==> src/rtl/alu_pkg.sv <==
// Shared op-mode, func and FSM encodings for the ALU issue/sequencing controller.
package alu_pkg;

  localparam logic [2:0] OP_LOGIC   = 3'd0;
  localparam logic [2:0] OP_SHIFT   = 3'd1;
  localparam logic [2:0] OP_ADD_SUB = 3'd2;
  localparam logic [2:0] OP_INT_MUL = 3'd3;
  localparam logic [2:0] OP_INT_DIV = 3'd4;

  localparam logic FUNC_QUOT = 1'b0;
  localparam logic FUNC_REM  = 1'b1;

  localparam logic [1:0] ST_IDLE     = 2'd0;
  localparam logic [1:0] ST_MUL_BUSY = 2'd1;
  localparam logic [1:0] ST_DIV_BUSY = 2'd2;
  localparam logic [1:0] ST_DONE     = 2'd3;

endpackage

==> src/rtl/alu_seq_if.sv <==
// Execute-stage issue bus plus mul/div unit handshakes seen by the sequencer.
interface alu_seq_if #(
  parameter int unsigned DATA_W = 32
);
  logic              i_valid;
  logic [2:0]        i_op_mode;
  logic [1:0]        i_func_op;
  logic [DATA_W-1:0] i_a;
  logic [DATA_W-1:0] i_b;
  logic [DATA_W-1:0] i_comb_result;
  logic              i_flush;
  logic              o_ready;
  logic              o_stall;
  logic              o_valid;
  logic [DATA_W-1:0] o_result;
  logic              o_err;
  logic              o_mul_valid;
  logic              o_div_valid;
  logic [DATA_W-1:0] o_mul_a;
  logic [DATA_W-1:0] o_mul_b;
  logic [DATA_W-1:0] o_div_a;
  logic [DATA_W-1:0] o_div_b;
  logic              i_mul_valid;
  logic              i_div_valid;
  logic [DATA_W-1:0] i_mul_result;
  logic [DATA_W-1:0] i_div_quotient;
  logic [DATA_W-1:0] i_div_remainder;

  // Sequencer side
  modport slave (
    input  i_valid, i_op_mode, i_func_op, i_a, i_b, i_comb_result, i_flush,
    input  i_mul_valid, i_div_valid, i_mul_result, i_div_quotient, i_div_remainder,
    output o_ready, o_stall, o_valid, o_result, o_err,
    output o_mul_valid, o_div_valid, o_mul_a, o_mul_b, o_div_a, o_div_b
  );

  // Execute stage / unit side
  modport master (
    output i_valid, i_op_mode, i_func_op, i_a, i_b, i_comb_result, i_flush,
    output i_mul_valid, i_div_valid, i_mul_result, i_div_quotient, i_div_remainder,
    input  o_ready, o_stall, o_valid, o_result, o_err,
    input  o_mul_valid, o_div_valid, o_mul_a, o_mul_b, o_div_a, o_div_b
  );
endinterface

==> src/rtl/alu_busy_timer.sv <==
// Clearable busy-cycle counter with a terminal-count flag at TIMEOUT-1.
module alu_busy_timer #(
  parameter int unsigned TIMEOUT = 64,
  parameter int unsigned CNT_W   = 7
) (
  input  logic clk,
  input  logic rst,
  input  logic clr,
  input  logic inc,
  output logic tc_c
);

  logic [CNT_W-1:0] cnt_q;

  // Count busy cycles; clear wins over increment
  always_ff @(posedge clk or posedge rst) begin
    if (rst)      cnt_q <= '0;
    else if (clr) cnt_q <= '0;
    else if (inc) cnt_q <= cnt_q + CNT_W'(1);
  end

  assign tc_c = (cnt_q == CNT_W'(TIMEOUT - 1));

endmodule

==> src/rtl/alu_seq.sv <==
// ALU issue/sequencing controller: single-cycle completion, mul/div launch and capture,
// divide-by-zero short-circuit, per-op timeout and flush.
module alu_seq
  import alu_pkg::*;
#(
  parameter int unsigned DATA_W  = 32,
  parameter int unsigned TIMEOUT = 64,
  parameter int unsigned CNT_W   = 7
) (
  input  logic      i_clk,
  input  logic      i_rst,
  alu_seq_if.slave  bus
);

  logic [1:0]        state_q, state_d;
  logic [DATA_W-1:0] mul_a_q, mul_a_d, mul_b_q, mul_b_d;
  logic [DATA_W-1:0] div_a_q, div_a_d, div_b_q, div_b_d;
  logic [DATA_W-1:0] result_q, result_d;
  logic              err_q, err_d;
  logic              rem_q, rem_d;
  logic              mul_launch_q, mul_launch_d;
  logic              div_launch_q, div_launch_d;
  logic              tmr_clr_c, tmr_inc_c, tmr_tc_c;
  logic              valid_c, err_c, stall_c;
  logic [DATA_W-1:0] result_c;
  logic              unused_func_hi;

  assign unused_func_hi = bus.i_func_op[1];

  alu_busy_timer #(
    .TIMEOUT (TIMEOUT),
    .CNT_W   (CNT_W)
  ) u_timer (
    .clk  (i_clk),
    .rst  (i_rst),
    .clr  (tmr_clr_c),
    .inc  (tmr_inc_c),
    .tc_c (tmr_tc_c)
  );

  // State and datapath registers
  always_ff @(posedge i_clk or posedge i_rst) begin
    if (i_rst) begin
      state_q      <= ST_IDLE;
      mul_a_q      <= '0;
      mul_b_q      <= '0;
      div_a_q      <= '0;
      div_b_q      <= '0;
      result_q     <= '0;
      err_q        <= 1'b0;
      rem_q        <= 1'b0;
      mul_launch_q <= 1'b0;
      div_launch_q <= 1'b0;
    end else begin
      state_q      <= state_d;
      mul_a_q      <= mul_a_d;
      mul_b_q      <= mul_b_d;
      div_a_q      <= div_a_d;
      div_b_q      <= div_b_d;
      result_q     <= result_d;
      err_q        <= err_d;
      rem_q        <= rem_d;
      mul_launch_q <= mul_launch_d;
      div_launch_q <= div_launch_d;
    end
  end

  // Next-state, register updates and same-cycle outputs
  always_comb begin
    state_d      = state_q;
    mul_a_d      = mul_a_q;
    mul_b_d      = mul_b_q;
    div_a_d      = div_a_q;
    div_b_d      = div_b_q;
    result_d     = result_q;
    err_d        = err_q;
    rem_d        = rem_q;
    mul_launch_d = 1'b0;
    div_launch_d = 1'b0;
    tmr_clr_c    = 1'b0;
    tmr_inc_c    = 1'b0;
    valid_c      = 1'b0;
    err_c        = 1'b0;
    stall_c      = 1'b0;
    result_c     = result_q;

    case (state_q)
      ST_IDLE: begin
        if (bus.i_valid && !bus.i_flush) begin
          case (bus.i_op_mode)
            OP_LOGIC, OP_SHIFT, OP_ADD_SUB: begin
              valid_c  = 1'b1;
              result_c = bus.i_comb_result;
            end
            OP_INT_MUL: begin
              mul_a_d      = bus.i_a;
              mul_b_d      = bus.i_b;
              mul_launch_d = 1'b1;
              tmr_clr_c    = 1'b1;
              err_d        = 1'b0;
              stall_c      = 1'b1;
              state_d      = ST_MUL_BUSY;
            end
            OP_INT_DIV: begin
              stall_c = 1'b1;
              err_d   = 1'b0;
              rem_d   = bus.i_func_op[0];
              if (bus.i_b != '0) begin
                div_a_d      = bus.i_a;
                div_b_d      = bus.i_b;
                div_launch_d = 1'b1;
                tmr_clr_c    = 1'b1;
                state_d      = ST_DIV_BUSY;
              end else begin
                // Divide by zero: all-ones quotient, dividend as remainder
                result_d = (bus.i_func_op[0] == FUNC_REM) ? bus.i_a : '1;
                state_d  = ST_DONE;
              end
            end
            default: begin
              valid_c  = 1'b1;
              result_c = '0;
              err_c    = 1'b1;
            end
          endcase
        end
      end
      ST_MUL_BUSY, ST_DIV_BUSY: begin
        tmr_inc_c = 1'b1;
        if (bus.i_flush) begin
          state_d = ST_IDLE;
        end else begin
          stall_c = 1'b1;
          if (state_q == ST_MUL_BUSY && bus.i_mul_valid) begin
            result_d = bus.i_mul_result;
            state_d  = ST_DONE;
          end else if (state_q == ST_DIV_BUSY && bus.i_div_valid) begin
            result_d = (rem_q == FUNC_REM) ? bus.i_div_remainder : bus.i_div_quotient;
            state_d  = ST_DONE;
          end else if (tmr_tc_c) begin
            result_d = '0;
            err_d    = 1'b1;
            state_d  = ST_DONE;
          end
        end
      end
      ST_DONE: begin
        valid_c = !bus.i_flush;
        err_c   = err_q && !bus.i_flush;
        state_d = ST_IDLE;
      end
      default: state_d = ST_IDLE;
    endcase
  end

  assign bus.o_ready     = (state_q == ST_IDLE);
  assign bus.o_stall     = stall_c;
  assign bus.o_valid     = valid_c;
  assign bus.o_result    = result_c;
  assign bus.o_err       = err_c;
  assign bus.o_mul_valid = mul_launch_q;
  assign bus.o_div_valid = div_launch_q;
  assign bus.o_mul_a     = mul_a_q;
  assign bus.o_mul_b     = mul_b_q;
  assign bus.o_div_a     = div_a_q;
  assign bus.o_div_b     = div_b_q;

endmodule

==> src/flat_wrapper.sv <==
// flat-port wrapper written by rule: the top's interface ports become plain ports
module alu_seq_flat import alu_pkg::*;
#(
  parameter int unsigned DATA_W  = 32,
  parameter int unsigned TIMEOUT = 64,
  parameter int unsigned CNT_W   = 7
)
  (i_clk, i_rst, bus_i_valid, bus_i_op_mode, bus_i_func_op, bus_i_a, bus_i_b, bus_i_comb_result, bus_i_flush, bus_i_mul_valid, bus_i_div_valid, bus_i_mul_result, bus_i_div_quotient, bus_i_div_remainder, bus_o_ready, bus_o_stall, bus_o_valid, bus_o_result, bus_o_err, bus_o_mul_valid, bus_o_div_valid, bus_o_mul_a, bus_o_mul_b, bus_o_div_a, bus_o_div_b);
  alu_seq_if #(.DATA_W(DATA_W)) bus_i ();
  input  logic i_clk;
  input  logic i_rst;
  input wire logic [$bits(bus_i.i_valid)-1:0] bus_i_valid;
  input wire logic [$bits(bus_i.i_op_mode)-1:0] bus_i_op_mode;
  input wire logic [$bits(bus_i.i_func_op)-1:0] bus_i_func_op;
  input wire logic [$bits(bus_i.i_a)-1:0] bus_i_a;
  input wire logic [$bits(bus_i.i_b)-1:0] bus_i_b;
  input wire logic [$bits(bus_i.i_comb_result)-1:0] bus_i_comb_result;
  input wire logic [$bits(bus_i.i_flush)-1:0] bus_i_flush;
  input wire logic [$bits(bus_i.i_mul_valid)-1:0] bus_i_mul_valid;
  input wire logic [$bits(bus_i.i_div_valid)-1:0] bus_i_div_valid;
  input wire logic [$bits(bus_i.i_mul_result)-1:0] bus_i_mul_result;
  input wire logic [$bits(bus_i.i_div_quotient)-1:0] bus_i_div_quotient;
  input wire logic [$bits(bus_i.i_div_remainder)-1:0] bus_i_div_remainder;
  output wire logic [$bits(bus_i.o_ready)-1:0] bus_o_ready;
  output wire logic [$bits(bus_i.o_stall)-1:0] bus_o_stall;
  output wire logic [$bits(bus_i.o_valid)-1:0] bus_o_valid;
  output wire logic [$bits(bus_i.o_result)-1:0] bus_o_result;
  output wire logic [$bits(bus_i.o_err)-1:0] bus_o_err;
  output wire logic [$bits(bus_i.o_mul_valid)-1:0] bus_o_mul_valid;
  output wire logic [$bits(bus_i.o_div_valid)-1:0] bus_o_div_valid;
  output wire logic [$bits(bus_i.o_mul_a)-1:0] bus_o_mul_a;
  output wire logic [$bits(bus_i.o_mul_b)-1:0] bus_o_mul_b;
  output wire logic [$bits(bus_i.o_div_a)-1:0] bus_o_div_a;
  output wire logic [$bits(bus_i.o_div_b)-1:0] bus_o_div_b;
  assign bus_i.i_valid = bus_i_valid;
  assign bus_i.i_op_mode = bus_i_op_mode;
  assign bus_i.i_func_op = bus_i_func_op;
  assign bus_i.i_a = bus_i_a;
  assign bus_i.i_b = bus_i_b;
  assign bus_i.i_comb_result = bus_i_comb_result;
  assign bus_i.i_flush = bus_i_flush;
  assign bus_i.i_mul_valid = bus_i_mul_valid;
  assign bus_i.i_div_valid = bus_i_div_valid;
  assign bus_i.i_mul_result = bus_i_mul_result;
  assign bus_i.i_div_quotient = bus_i_div_quotient;
  assign bus_i.i_div_remainder = bus_i_div_remainder;
  assign bus_o_ready = bus_i.o_ready;
  assign bus_o_stall = bus_i.o_stall;
  assign bus_o_valid = bus_i.o_valid;
  assign bus_o_result = bus_i.o_result;
  assign bus_o_err = bus_i.o_err;
  assign bus_o_mul_valid = bus_i.o_mul_valid;
  assign bus_o_div_valid = bus_i.o_div_valid;
  assign bus_o_mul_a = bus_i.o_mul_a;
  assign bus_o_mul_b = bus_i.o_mul_b;
  assign bus_o_div_a = bus_i.o_div_a;
  assign bus_o_div_b = bus_i.o_div_b;
  alu_seq #(.DATA_W(DATA_W), .TIMEOUT(TIMEOUT), .CNT_W(CNT_W)) u_core (.i_clk(i_clk), .i_rst(i_rst), .bus(bus_i));
endmodule
==> config.mk <==
export PLATFORM = sky130hd
export DESIGN_NAME = alu_seq_flat
export DESIGN_NICKNAME = d
export VERILOG_FILES = /design/src/rtl/alu_pkg.sv /design/src/rtl/alu_seq_if.sv /design/src/rtl/alu_busy_timer.sv /design/src/rtl/alu_seq.sv /design/src/flat_wrapper.sv
export SDC_FILE = /design/constraint.sdc
export NUM_CORES = 1
export LEC_CHECK = 0
export CELL_PAD_IN_SITES_DETAIL_PLACEMENT = 1
export CELL_PAD_IN_SITES_GLOBAL_PLACEMENT = 1
export CORE_MARGIN = 1.5
export CORE_UTILIZATION = 35
export DETAILED_ROUTE_END_ITERATION = 7
export PLACE_DENSITY = 0.87
export RECOVER_POWER = 25
export SLEW_MARGIN = 20
export SYNTH_ARGS = -nofsm -noshare
export SYNTH_HDL_FRONTEND = slang
export SYNTH_SLANG_ARGS = --single-unit
==> constraint.sdc <==
create_clock -name i_clk -period 17.7 [get_ports i_clk]
set_input_delay 5.31 -clock i_clk [delete_from_list [all_inputs] [get_ports i_clk]]
set_output_delay 5.31 -clock i_clk [all_outputs]
set_load 0.02 [all_outputs]
Word level (Yosys, flattened, before mapping)
Index checks and enable logic that the tools add are counted.
{"block": "totals", "ff_bits": 173, "input_bits": 203, "out_inout_bits": 166, "elab_cells": 102}
{"block": "classes", "add_sub_neg": 1, "n_eq_ne": 19, "n_mux": 51, "n_reduce_logical": 20}
{"op": "$mux W32", "count": 11}
{"op": "$pmux W32 S2", "count": 2}
{"op": "$reduce_bool A32 Y1", "count": 1}
{"op": "$mux W1", "count": 24}
{"op": "$mux W7", "count": 2}
{"op": "$mux W2", "count": 5}
{"op": "$ne A2 B2 Y1 const B", "count": 5}
{"op": "$pmux W1 S2", "count": 5}
{"op": "$reduce_and A3 Y1", "count": 3}
{"op": "$add A7 B1 Y7 const B", "count": 1}
{"op": "$eq A7 B6 Y1 const B", "count": 1}
{"op": "$reduce_and A7 Y1", "count": 1}
{"op": "$eq A3 B2 Y1 const B", "count": 2}
{"op": "$ne A2 B1 Y1 const B", "count": 3}
{"op": "$pmux W2 S3", "count": 1}
{"op": "$reduce_and A6 Y1", "count": 1}
{"op": "$ne A5 B2 Y1 const B", "count": 1}
{"op": "$reduce_or A5 Y1", "count": 1}
{"op": "$eq A2 B2 Y1 const B", "count": 2}
{"op": "$logic_and A1 B1 Y1", "count": 4}
{"op": "$ne A4 B1 Y1 const B", "count": 1}
{"op": "$pmux W2 S2", "count": 1}
{"op": "$reduce_and A4 Y1", "count": 1}
{"op": "$reduce_bool A2 Y1", "count": 2}
{"op": "other kinds (9)", "count": 10}

Longest topological paths before layout
Gate-level depths: netlist of run 1.
{"block": "logic_depth", "ltp_word": 6, "mapped_depth": 9, "mapped_depth_nobuf": 7}

By module
Synthesis of run 1 repeated with hierarchy kept, for this count alone.
{"block": "unflattened", "cells_unflattened": 759, "hier_area_um2": 9043.7}
{"module": "alu_seq", "instances": 1, "cells_per_inst": 728, "area_per_inst_um2": 8715.9, "seq_area_each_um2": 4154.0}
{"module": "alu_busy_timer", "instances": 1, "cells_per_inst": 31, "area_per_inst_um2": 327.8, "seq_area_each_um2": 175.2}

Least setup slack after synthesis of run 1
No wires, ideal clock.
{"block": "synth_path", "path_type": "input port to output port", "startpoint": "input port bus_i_valid", "endpoint": "output port bus_o_valid", "arrival_time_ns": 6.786, "required_time_ns": 12.390, "setup_slack_ns": 5.604, "path_stages": 6, "n_path_buf": 2, "path_cell_list": "nor2b_1 > nand2_1 > or3_1 > clkbuf_1 > clkbuf_1 > a21oi_1"}
{"block": "synth_via", "elab_chain_len": 3}
{"item": "from (decl)", "line_no": "flat_wrapper.sv:12", "rtl": "input wire logic [$bits(bus_i.i_valid)-1:0] bus_i_valid;"}
{"item": "$logic_and A1 B1 Y1", "line_no": "alu_seq.sv:89", "rtl": "if (bus.i_valid && !bus.i_flush) begin"}
{"item": "$mux W1", "line_no": "alu_seq.sv:89"}
{"item": "$pmux W1 S2", "line_no": "alu_seq.sv:87", "rtl": "case (state_q)"}
{"item": "to (decl)", "line_no": "flat_wrapper.sv:26", "rtl": "output wire logic [$bits(bus_i.o_valid)-1:0] bus_o_valid;"}
Every way passes these cells.

Worst setup path in the final report of run 1
{"block": "layout_path", "startpoint": "input port bus_i_op_mode[2]", "endpoint": "output port bus_o_stall"}
{"block": "layout_via", "elab_chain_len": 5, "elab_cells_between_ends": 6, "cone_classes": "2 x eq/ne; 3 x mux; 1 x reduce/logical"}
{"item": "from (decl)", "line_no": "flat_wrapper.sv:13", "rtl": "input wire logic [$bits(bus_i.i_op_mode)-1:0] bus_i_op_mode;"}
{"item": "$eq A3 B2 Y1 / $eq A3 B3 Y1 (equally long branches)", "line_no": "alu_seq.sv:90", "rtl": "case (bus.i_op_mode)"}
{"item": "$reduce_or A2 Y1 (no line) (*)"}
{"item": "$mux W1 (*)", "line_no": "alu_seq.sv:90"}
{"item": "$mux W1 (*)", "line_no": "alu_seq.sv:89"}
{"item": "$pmux W1 S2 (*)", "line_no": "alu_seq.sv:87"}
{"item": "to (decl)", "line_no": "flat_wrapper.sv:25", "rtl": "output wire logic [$bits(bus_i.o_stall)-1:0] bus_o_stall;"}
Every way passes the cells marked *; elsewhere a longest branch is shown, timed or not.

==> results.md, run 1 <==
- Largest net degree at the start of global routing: between 100 and 150
- Top-area cell type share of the netlist area: 0.513
- H-tree Lvls: 4
- CTS clk-pin slew, worst paths: about 70 ps
- CTS tree: yes
- Clk buf depth: 2
- Cell Area, Synth: 0.00844 sq mm
- Post-synthesis net count: 873
- Hold_buf cts: 0
- Final #Nets: around 1200
- Yosys reg bits: between 150 and 200
- Period utilization: 0.763
- GPL Wtd Cong: about 0.77
- Mean Syn Cell Area: approximately 13 sq um
- Arrival @ worst endpoint: around 8200 ps
- Achievable frequency: between 0.07 and 0.08 GHz
- Leakage: 5.41 nW
- Slew Viols, Final: about 100
- GRT Util Overall: 0.250
- Max cap viols: 1
- Initial Util: 0.359
- Drt initial violations: around 260
- Async set or reset register ratio after synthesis: 1.00
- Width of the chip: around 160 um
- Cts repair resizes: 0
- Distinct cells, synth: between 40 and 50
- Sequential fraction of the synthesis area: 0.513
- TNS Setup: 0 ps
- Period minus WS final: roughly 13000 ps
- Routed vias/inst: 5.17
- Required time worst endpoint: 12390 ps
- Status: complete, but fails checks
- CP max FO: 73
- # port buffers: 367
- Final Hold Fails: 0
- Vias in the first global route: 7758
- First-pass GRT wire length: between 40 and 50 mm
- Startpoint types: primary input
- Max_slew headroom: -2.05
- Top cells by area, synth: dfrtp_1 51%, mux2_2 17%, mux2_4 5.3%, a21oi_1 4.0%, mux2i_1 3.9%
- Core area: about 0.024 sq mm
- Worst-Margin Slew: approximately 4600 ps
- Failing checks: max-capacitance violations, max-slew violations
- Yosys top cell by area: dfrtp_1
- EDFF count, synth: 0
- Full die area: 0.0251 sq mm
- Reg2reg setup slack: 14590 ps
- Layout cells sized above 1: 0.206
- Cells after Synth: approximately 670
- Post-CTS Setup Bufs: 0
- # DRC: 0
- Worst Setup End Kind: output pin
- TritonRoute pass-1 iters: 4
- FP Rows: 56
- Post-Route Utilization: 0.548
- Clock sinks: 173
- DP HPWL: ~23 mm
- CTS Buf Count: 17
- Final Routed Wirelength: 31.4 mm
- Crit path kind: primary input to output pin
- Fin Hold WS: 500 ps
- Initial antenna violation count: 1
- I/O pins: 369
- Layout area overhead: 52.8%
- Die Ht: 158 um
- Overflow after GRT: 0
- Routed Antenna Nets: 0
- Maximum vdd ir drop: ~0.00011 V
- Final setup violation count: 0
- Clk_lat worst skew: 430 ps
- Root Buffer: clkbuf_16
- RSZ-0062 raised after global routing: false
- Final Skew: 15.1 ps
- Worst hold-check path type: register to register
- Synth warnings: 0
- Vias: 6950
- Ys flop type: dfrtp_1
- PwrDens: approximately 180 mW/mm^2
- DR WL/cell: 23.4 um
-- routing by layer --
layer	vias up	routed length (um)	track usage
li1	3144	-	-
met1	3503	12400	0.289
met2	257	15700	0.435
met3	46	2540	0.0806
met4	0	788	0.0859
met5	-	0	0
-- metrics by stage --
stage	worst slack (ps)	cells	power, W	cell area (sq um)
floorplan	5600	665	0.00140	8440
global placement	4240	1310	0.00192	12300
detailed placement	4250	1310	0.00198	12300
CTS	4230	1342	0.00236	12900
global route	4000	1342	0.00246	12900
finish	4200	1343	0.00233	12900
-- worst max-delay path, stage by stage --
cell,delay [ps]
dlygate4sd3_1,610
and3b_1,320
and3_4,190
buf_4,770
inv_1,90
a31oi_1,210
clkdlybuf4s50_1,640
-- final timing paths --
path                                        start                     end  cells past startpoint
setup / recovery                 bus_i_op_mode[2]             bus_o_stall                      7
hold / removal             u_core.bus.o_div_b[31]  u_core.bus.o_div_b[31]                      1
setup reg to reg                u_core.state_q[1]     u_core.result_q[26]                      9
hold reg to reg            u_core.bus.o_div_b[31]  u_core.bus.o_div_b[31]                      1
max in group asynchronous                   i_rst            u_core.rem_q                      3
min in group asynchronous                   i_rst  u_core.bus.o_div_a[22]                      2
-- cells by family after synthesis --
kind of cell	share of synthesized area
compound gates	0.0864
xor+xnor	0.00623
fa+ha+maj	0.00741
buf+inv	0.0406
flops	0.513
mux	0.267
simple gates	0.0793
-- where the power goes --
| part | switching (W) | internal [W] |
|---|---|---|
| registers | 0.000139 | 0.000587 |
| logic | 0.000604 | 0.000629 |
| clock network | 0.000184 | 0.000189 |
| total | 0.000927 | 0.00140 |
-- registers in the layout, indices dropped and copies added, names as in the netlist --
| signal | cells |
|---|---|
| u_core.bus.o_div_a | 32 |
| u_core.bus.o_div_b | 32 |
| u_core.bus.o_div_valid | 1 |
| u_core.bus.o_mul_a | 32 |
| u_core.bus.o_mul_b | 32 |
| u_core.bus.o_mul_valid | 1 |
| u_core.err_q | 1 |
| u_core.rem_q | 1 |
| u_core.result_q | 32 |
| u_core.state_q | 2 |
| u_core.u_timer.cnt_q | 7 |
-- layout make-up --
class	instances	area (sq um)
Fill cell	2451	10600
Sequential cell	173	4330
Multi-Input combinational cell	433	3810
Timing Repair Buffer	377	3750
Clock buffer	18	429
Tap cell	319	399
Clock inverter	14	149
Inverter	8	31.3
Antenna cell	1	2.50
-- cells in the final DEF, fill, tap and decap left out, types with 5 or more instances in the layout --
cell and n:
a22o_1 32, buf_4 10, dfrtp_1 172, mux2i_1 33
nor4_1 8, inv_1 7, nor3b_1 33, mux2_2 131
mux2_4 30, inv_8 5, a21oi_1 68, o21ai_0 5
nand2_1 14, nor2_1 5, dlygate4sd3_1 29, nor3_1 40
clkdlybuf4s50_1 338, clkbuf_16 17
-- cells in the mapped netlist, types with 3 or more instances --
cell        n
nor4_1      8
nor2_1      5
buf_6       9
mux2_2    131
a22o_1     32
nor3_1     40
buf_2      13
nand2_1    14
inv_1       8
clkbuf_1   20
o21ai_0     5
nor3b_1    33
clkbuf_8    3
a21oi_1    68
dfrtp_1   173
mux2_4     30
xor2_1      3
mux2i_1    33
ha_1        5
buf_1       4
xnor2_1     3
Power figures use the tool's default switching activity.
==> inputs of run 2 (changes only) <==
Settings changed: CORE_UTILIZATION 35 to 33, PLACE_DENSITY 0.87 to 0.83.
Clock period 17.7 ns to 12.7 ns, I/O delays scaled along.
==> run 2 against run 1 <==
Effect of this change:
- the flow still finishes with violations (max-capacitance violations, max-slew violations)
- clock skew increased by 7.6 ps
- register-to-register slack got worse by 5100 ps
- critical path depth unchanged
- total power increased by 40%
- clock power increased by 42%
- final area increased by 0.21%
- global-route usage decreased by 2.0 points
- worst hold slack improved by 3.6 ps
- setup slack got worse by 1800 ps
- largest power group unchanged
- highest routed layer unchanged
==> results.md, run 2 (synthesis gave the netlist of run 1 again) <==
- CP max FO: 31 (was 73)
- Layout fillers: 2656 (was 2451)
- Crit-path cells: clkdlybuf4s50_1, nor2b_1, nand2_1, or3_1, buf_4, a22o_1, clkdlybuf4s50_1 (was dlygate4sd3_1, and3b_1, and3_4, buf_4, inv_1, a31oi_1, clkdlybuf4s50_1)
- Maximum vdd ir drop: 0.000132 V (was 0.000106 V)
- CP dominant cell by count: clkdlybuf4s50_1
- Layout area overhead: 53.1% (was 52.8%)
- DR WL/cell: 22.8 um (was 23.4 um)
- FP Rows: 58 (was 56)
- RSZ-0062 raised after global routing: false (unchanged)
- Period utilization: 0.811
- Startpoint types: primary input (unchanged)
- Required time worst endpoint: 8890 ps (was 12390 ps)
- TritonRoute pass-1 iters: 4 (unchanged)
- Final #Nets: 1219 (was 1218)
- Hold_buf cts: 0 (unchanged)
- Final Hold Fails: 0 (unchanged)
- Placed cells: 1322 (was 1310)
- # port buffers: 367 (unchanged)
- CP max stage cell: clkdlybuf4s50_1 (was buf_4)
- Layout cells sized above 1: 0.207 (was 0.206)
- Overflow after GRT: 0 (unchanged)
- Die Ht: 163 um (was 158 um)
- Worst hold-check path type: register to register (unchanged)
- Routed Antenna Nets: 0 (unchanged)
- CTS tree: yes (unchanged)
- Failing checks: max-capacitance violations, max-slew violations (unchanged)
- Root Buffer: clkbuf_16 (unchanged)
- Final setup violation count: 0 (unchanged)
- Drt initial violations: 282 (was 259)
- # DRC: 0 (unchanged)
- Initial antenna violation count: 0 (was 1)
- GPL Wtd Cong: 0.792 (was 0.771)
- Largest net degree at the start of global routing: 75 (was 102)
- CTS Buf Count: 17 (unchanged)
- M1 WL: 12.6 mm (was 12.4 mm)
- DP HPWL: 22.8 mm (was 23.1 mm)
- Most frequent cells in the layout: 345 x clkdlybuf4s50_1, 172 x dfrtp_1, 131 x mux2_2 (was 338 x clkdlybuf4s50_1, 172 x dfrtp_1, 131 x mux2_2)
- Max cap viols: 2 (was 1)
- Leakage: 5.42 nW (was 5.41 nW)
- Post-Route Utilization: 0.515 (was 0.548)
- Max_slew headroom: -1.19 (was -2.05)
- Achievable frequency: 0.0971 GHz
- First-pass GRT wire length: 45.7 mm (was 46.4 mm)
- Clk_lat worst skew: 430 ps (about the same)
- Arrival @ worst endpoint: 6490 ps (was 8190 ps)
- Critical path's largest stage delay: 550 ps (was 770 ps)
- Slew Viols, Final: 112 (was 102)
- Vias in the first global route: 7493 (was 7758)
- Worst Setup End Kind: output pin (unchanged)
- Width of the chip: 163 um (was 158 um)
- Clock sinks: 173 (unchanged)
- Cts repair resizes: 0 (unchanged)
- Status: complete, but fails checks (unchanged)
- Post-CTS Setup Bufs: 0 (unchanged)
- Final Non-Filler Cells: 1354 (was 1343)
- Final Skew: 22.7 ps (was 15.1 ps)
- Clk buf depth: 2 (unchanged)
- Full die area: 0.0265 sq mm (was 0.0251 sq mm)
- PwrDens: 252 mW/mm^2 (was 181 mW/mm^2)
- GRT Util Overall: 0.230 (was 0.250)
- Antenna cell count: 0 (was 1)
- Final Routed Wirelength: 30.9 mm (was 31.4 mm)
- Period minus WS final: 10300 ps
- TNS Setup: 0 ps (unchanged)
- Met2 wire length: 15.2 mm (was 15.7 mm)
- Crit path kind: primary input to output pin (unchanged)
- Most common cell after layout, fill and taps aside: clkdlybuf4s50_1 (unchanged)
- Top Layer Used: met4 (unchanged)
- I/O pins: 369 (unchanged)
- Vias: 6946 (was 6950)
- Routed vias/inst: 5.13 (was 5.17)
- Core area: 0.0251 sq mm (was 0.0235 sq mm)
- DR WL met3: 2.49 mm (was 2.54 mm)
- H-tree Lvls: 4 (unchanged)
- Worst-Margin Slew: 3280 ps (was 4550 ps)
- Initial Util: 0.336 (was 0.359)
- CTS clk-pin slew, worst paths: 80 ps (was 70 ps)
==> run 2: worst max-delay path, delay by kind of cell <==
family                 cells  cell delay, ps
buffers and inverters      3            1270
AND/OR/NAND/NOR            3            1060
AO/OA/AOI/OAI              1             310
==> run 2: power by group <==
part           switching [W]  internal, W  total, W
Clock               0.000262     0.000266  0.000528
Combinational       0.000846     0.000880   0.00173
Sequential          0.000187     0.000817   0.00100
==> run 2: cell type report <==
type / instances / area, sq um / share of cell area
Sequential cell: 173 / 4330 / 0.335
Tap cell: 330 / 413 / 0.0319
Inverter: 8 / 31.3 / 0.00242
Timing Repair Buffer: 378 / 3750 / 0.290
Clock buffer: 17 / 425 / 0.0329
Clock inverter: 15 / 165 / 0.0128
Multi-Input combinational cell: 433 / 3810 / 0.295
==> run 2: final timing paths <==
path                                             start                endpoint  slack [ps]  depth (start not counted)
worst max-delay path                       bus_i_flush        bus_o_result[24]        2400                          7
worst min-delay path            u_core.bus.o_div_a[10]  u_core.bus.o_div_a[10]         500                          1
worst max register to register       u_core.state_q[1]     u_core.result_q[23]        9540                          8
worst min register to register  u_core.bus.o_div_a[10]  u_core.bus.o_div_a[10]         500                          1
max in group asynchronous                        i_rst            u_core.rem_q        4120                          3
min in group asynchronous                        i_rst  u_core.bus.o_mul_a[26]        4410                          2
==> run 2: metrics by stage <==
| stage | hold slack, ps | instance area [sq um] | total power [W] | setup WS [ps] |
|---|---|---|---|---|
| floorplan | 480 | 8440 | 0.00196 | 3600 |
| global placement | 488 | 12300 | 0.00269 | 2490 |
| detailed placement | 494 | 12300 | 0.00275 | 2430 |
| CTS | 513 | 12900 | 0.00330 | 2440 |
| global route | 516 | 12900 | 0.00342 | 2320 |
| finish | 504 | 12900 | 0.00326 | 2400 |
==> run 2: routing by layer <==
| metal | vias up | track usage |
|---|---|---|
| li1 | 3140 | - |
| met1 | 3514 | 0.276 |
| met2 | 257 | 0.391 |
| met3 | 35 | 0.0759 |
| met4 | 0 | 0.0655 |
| met5 | - | 0 |
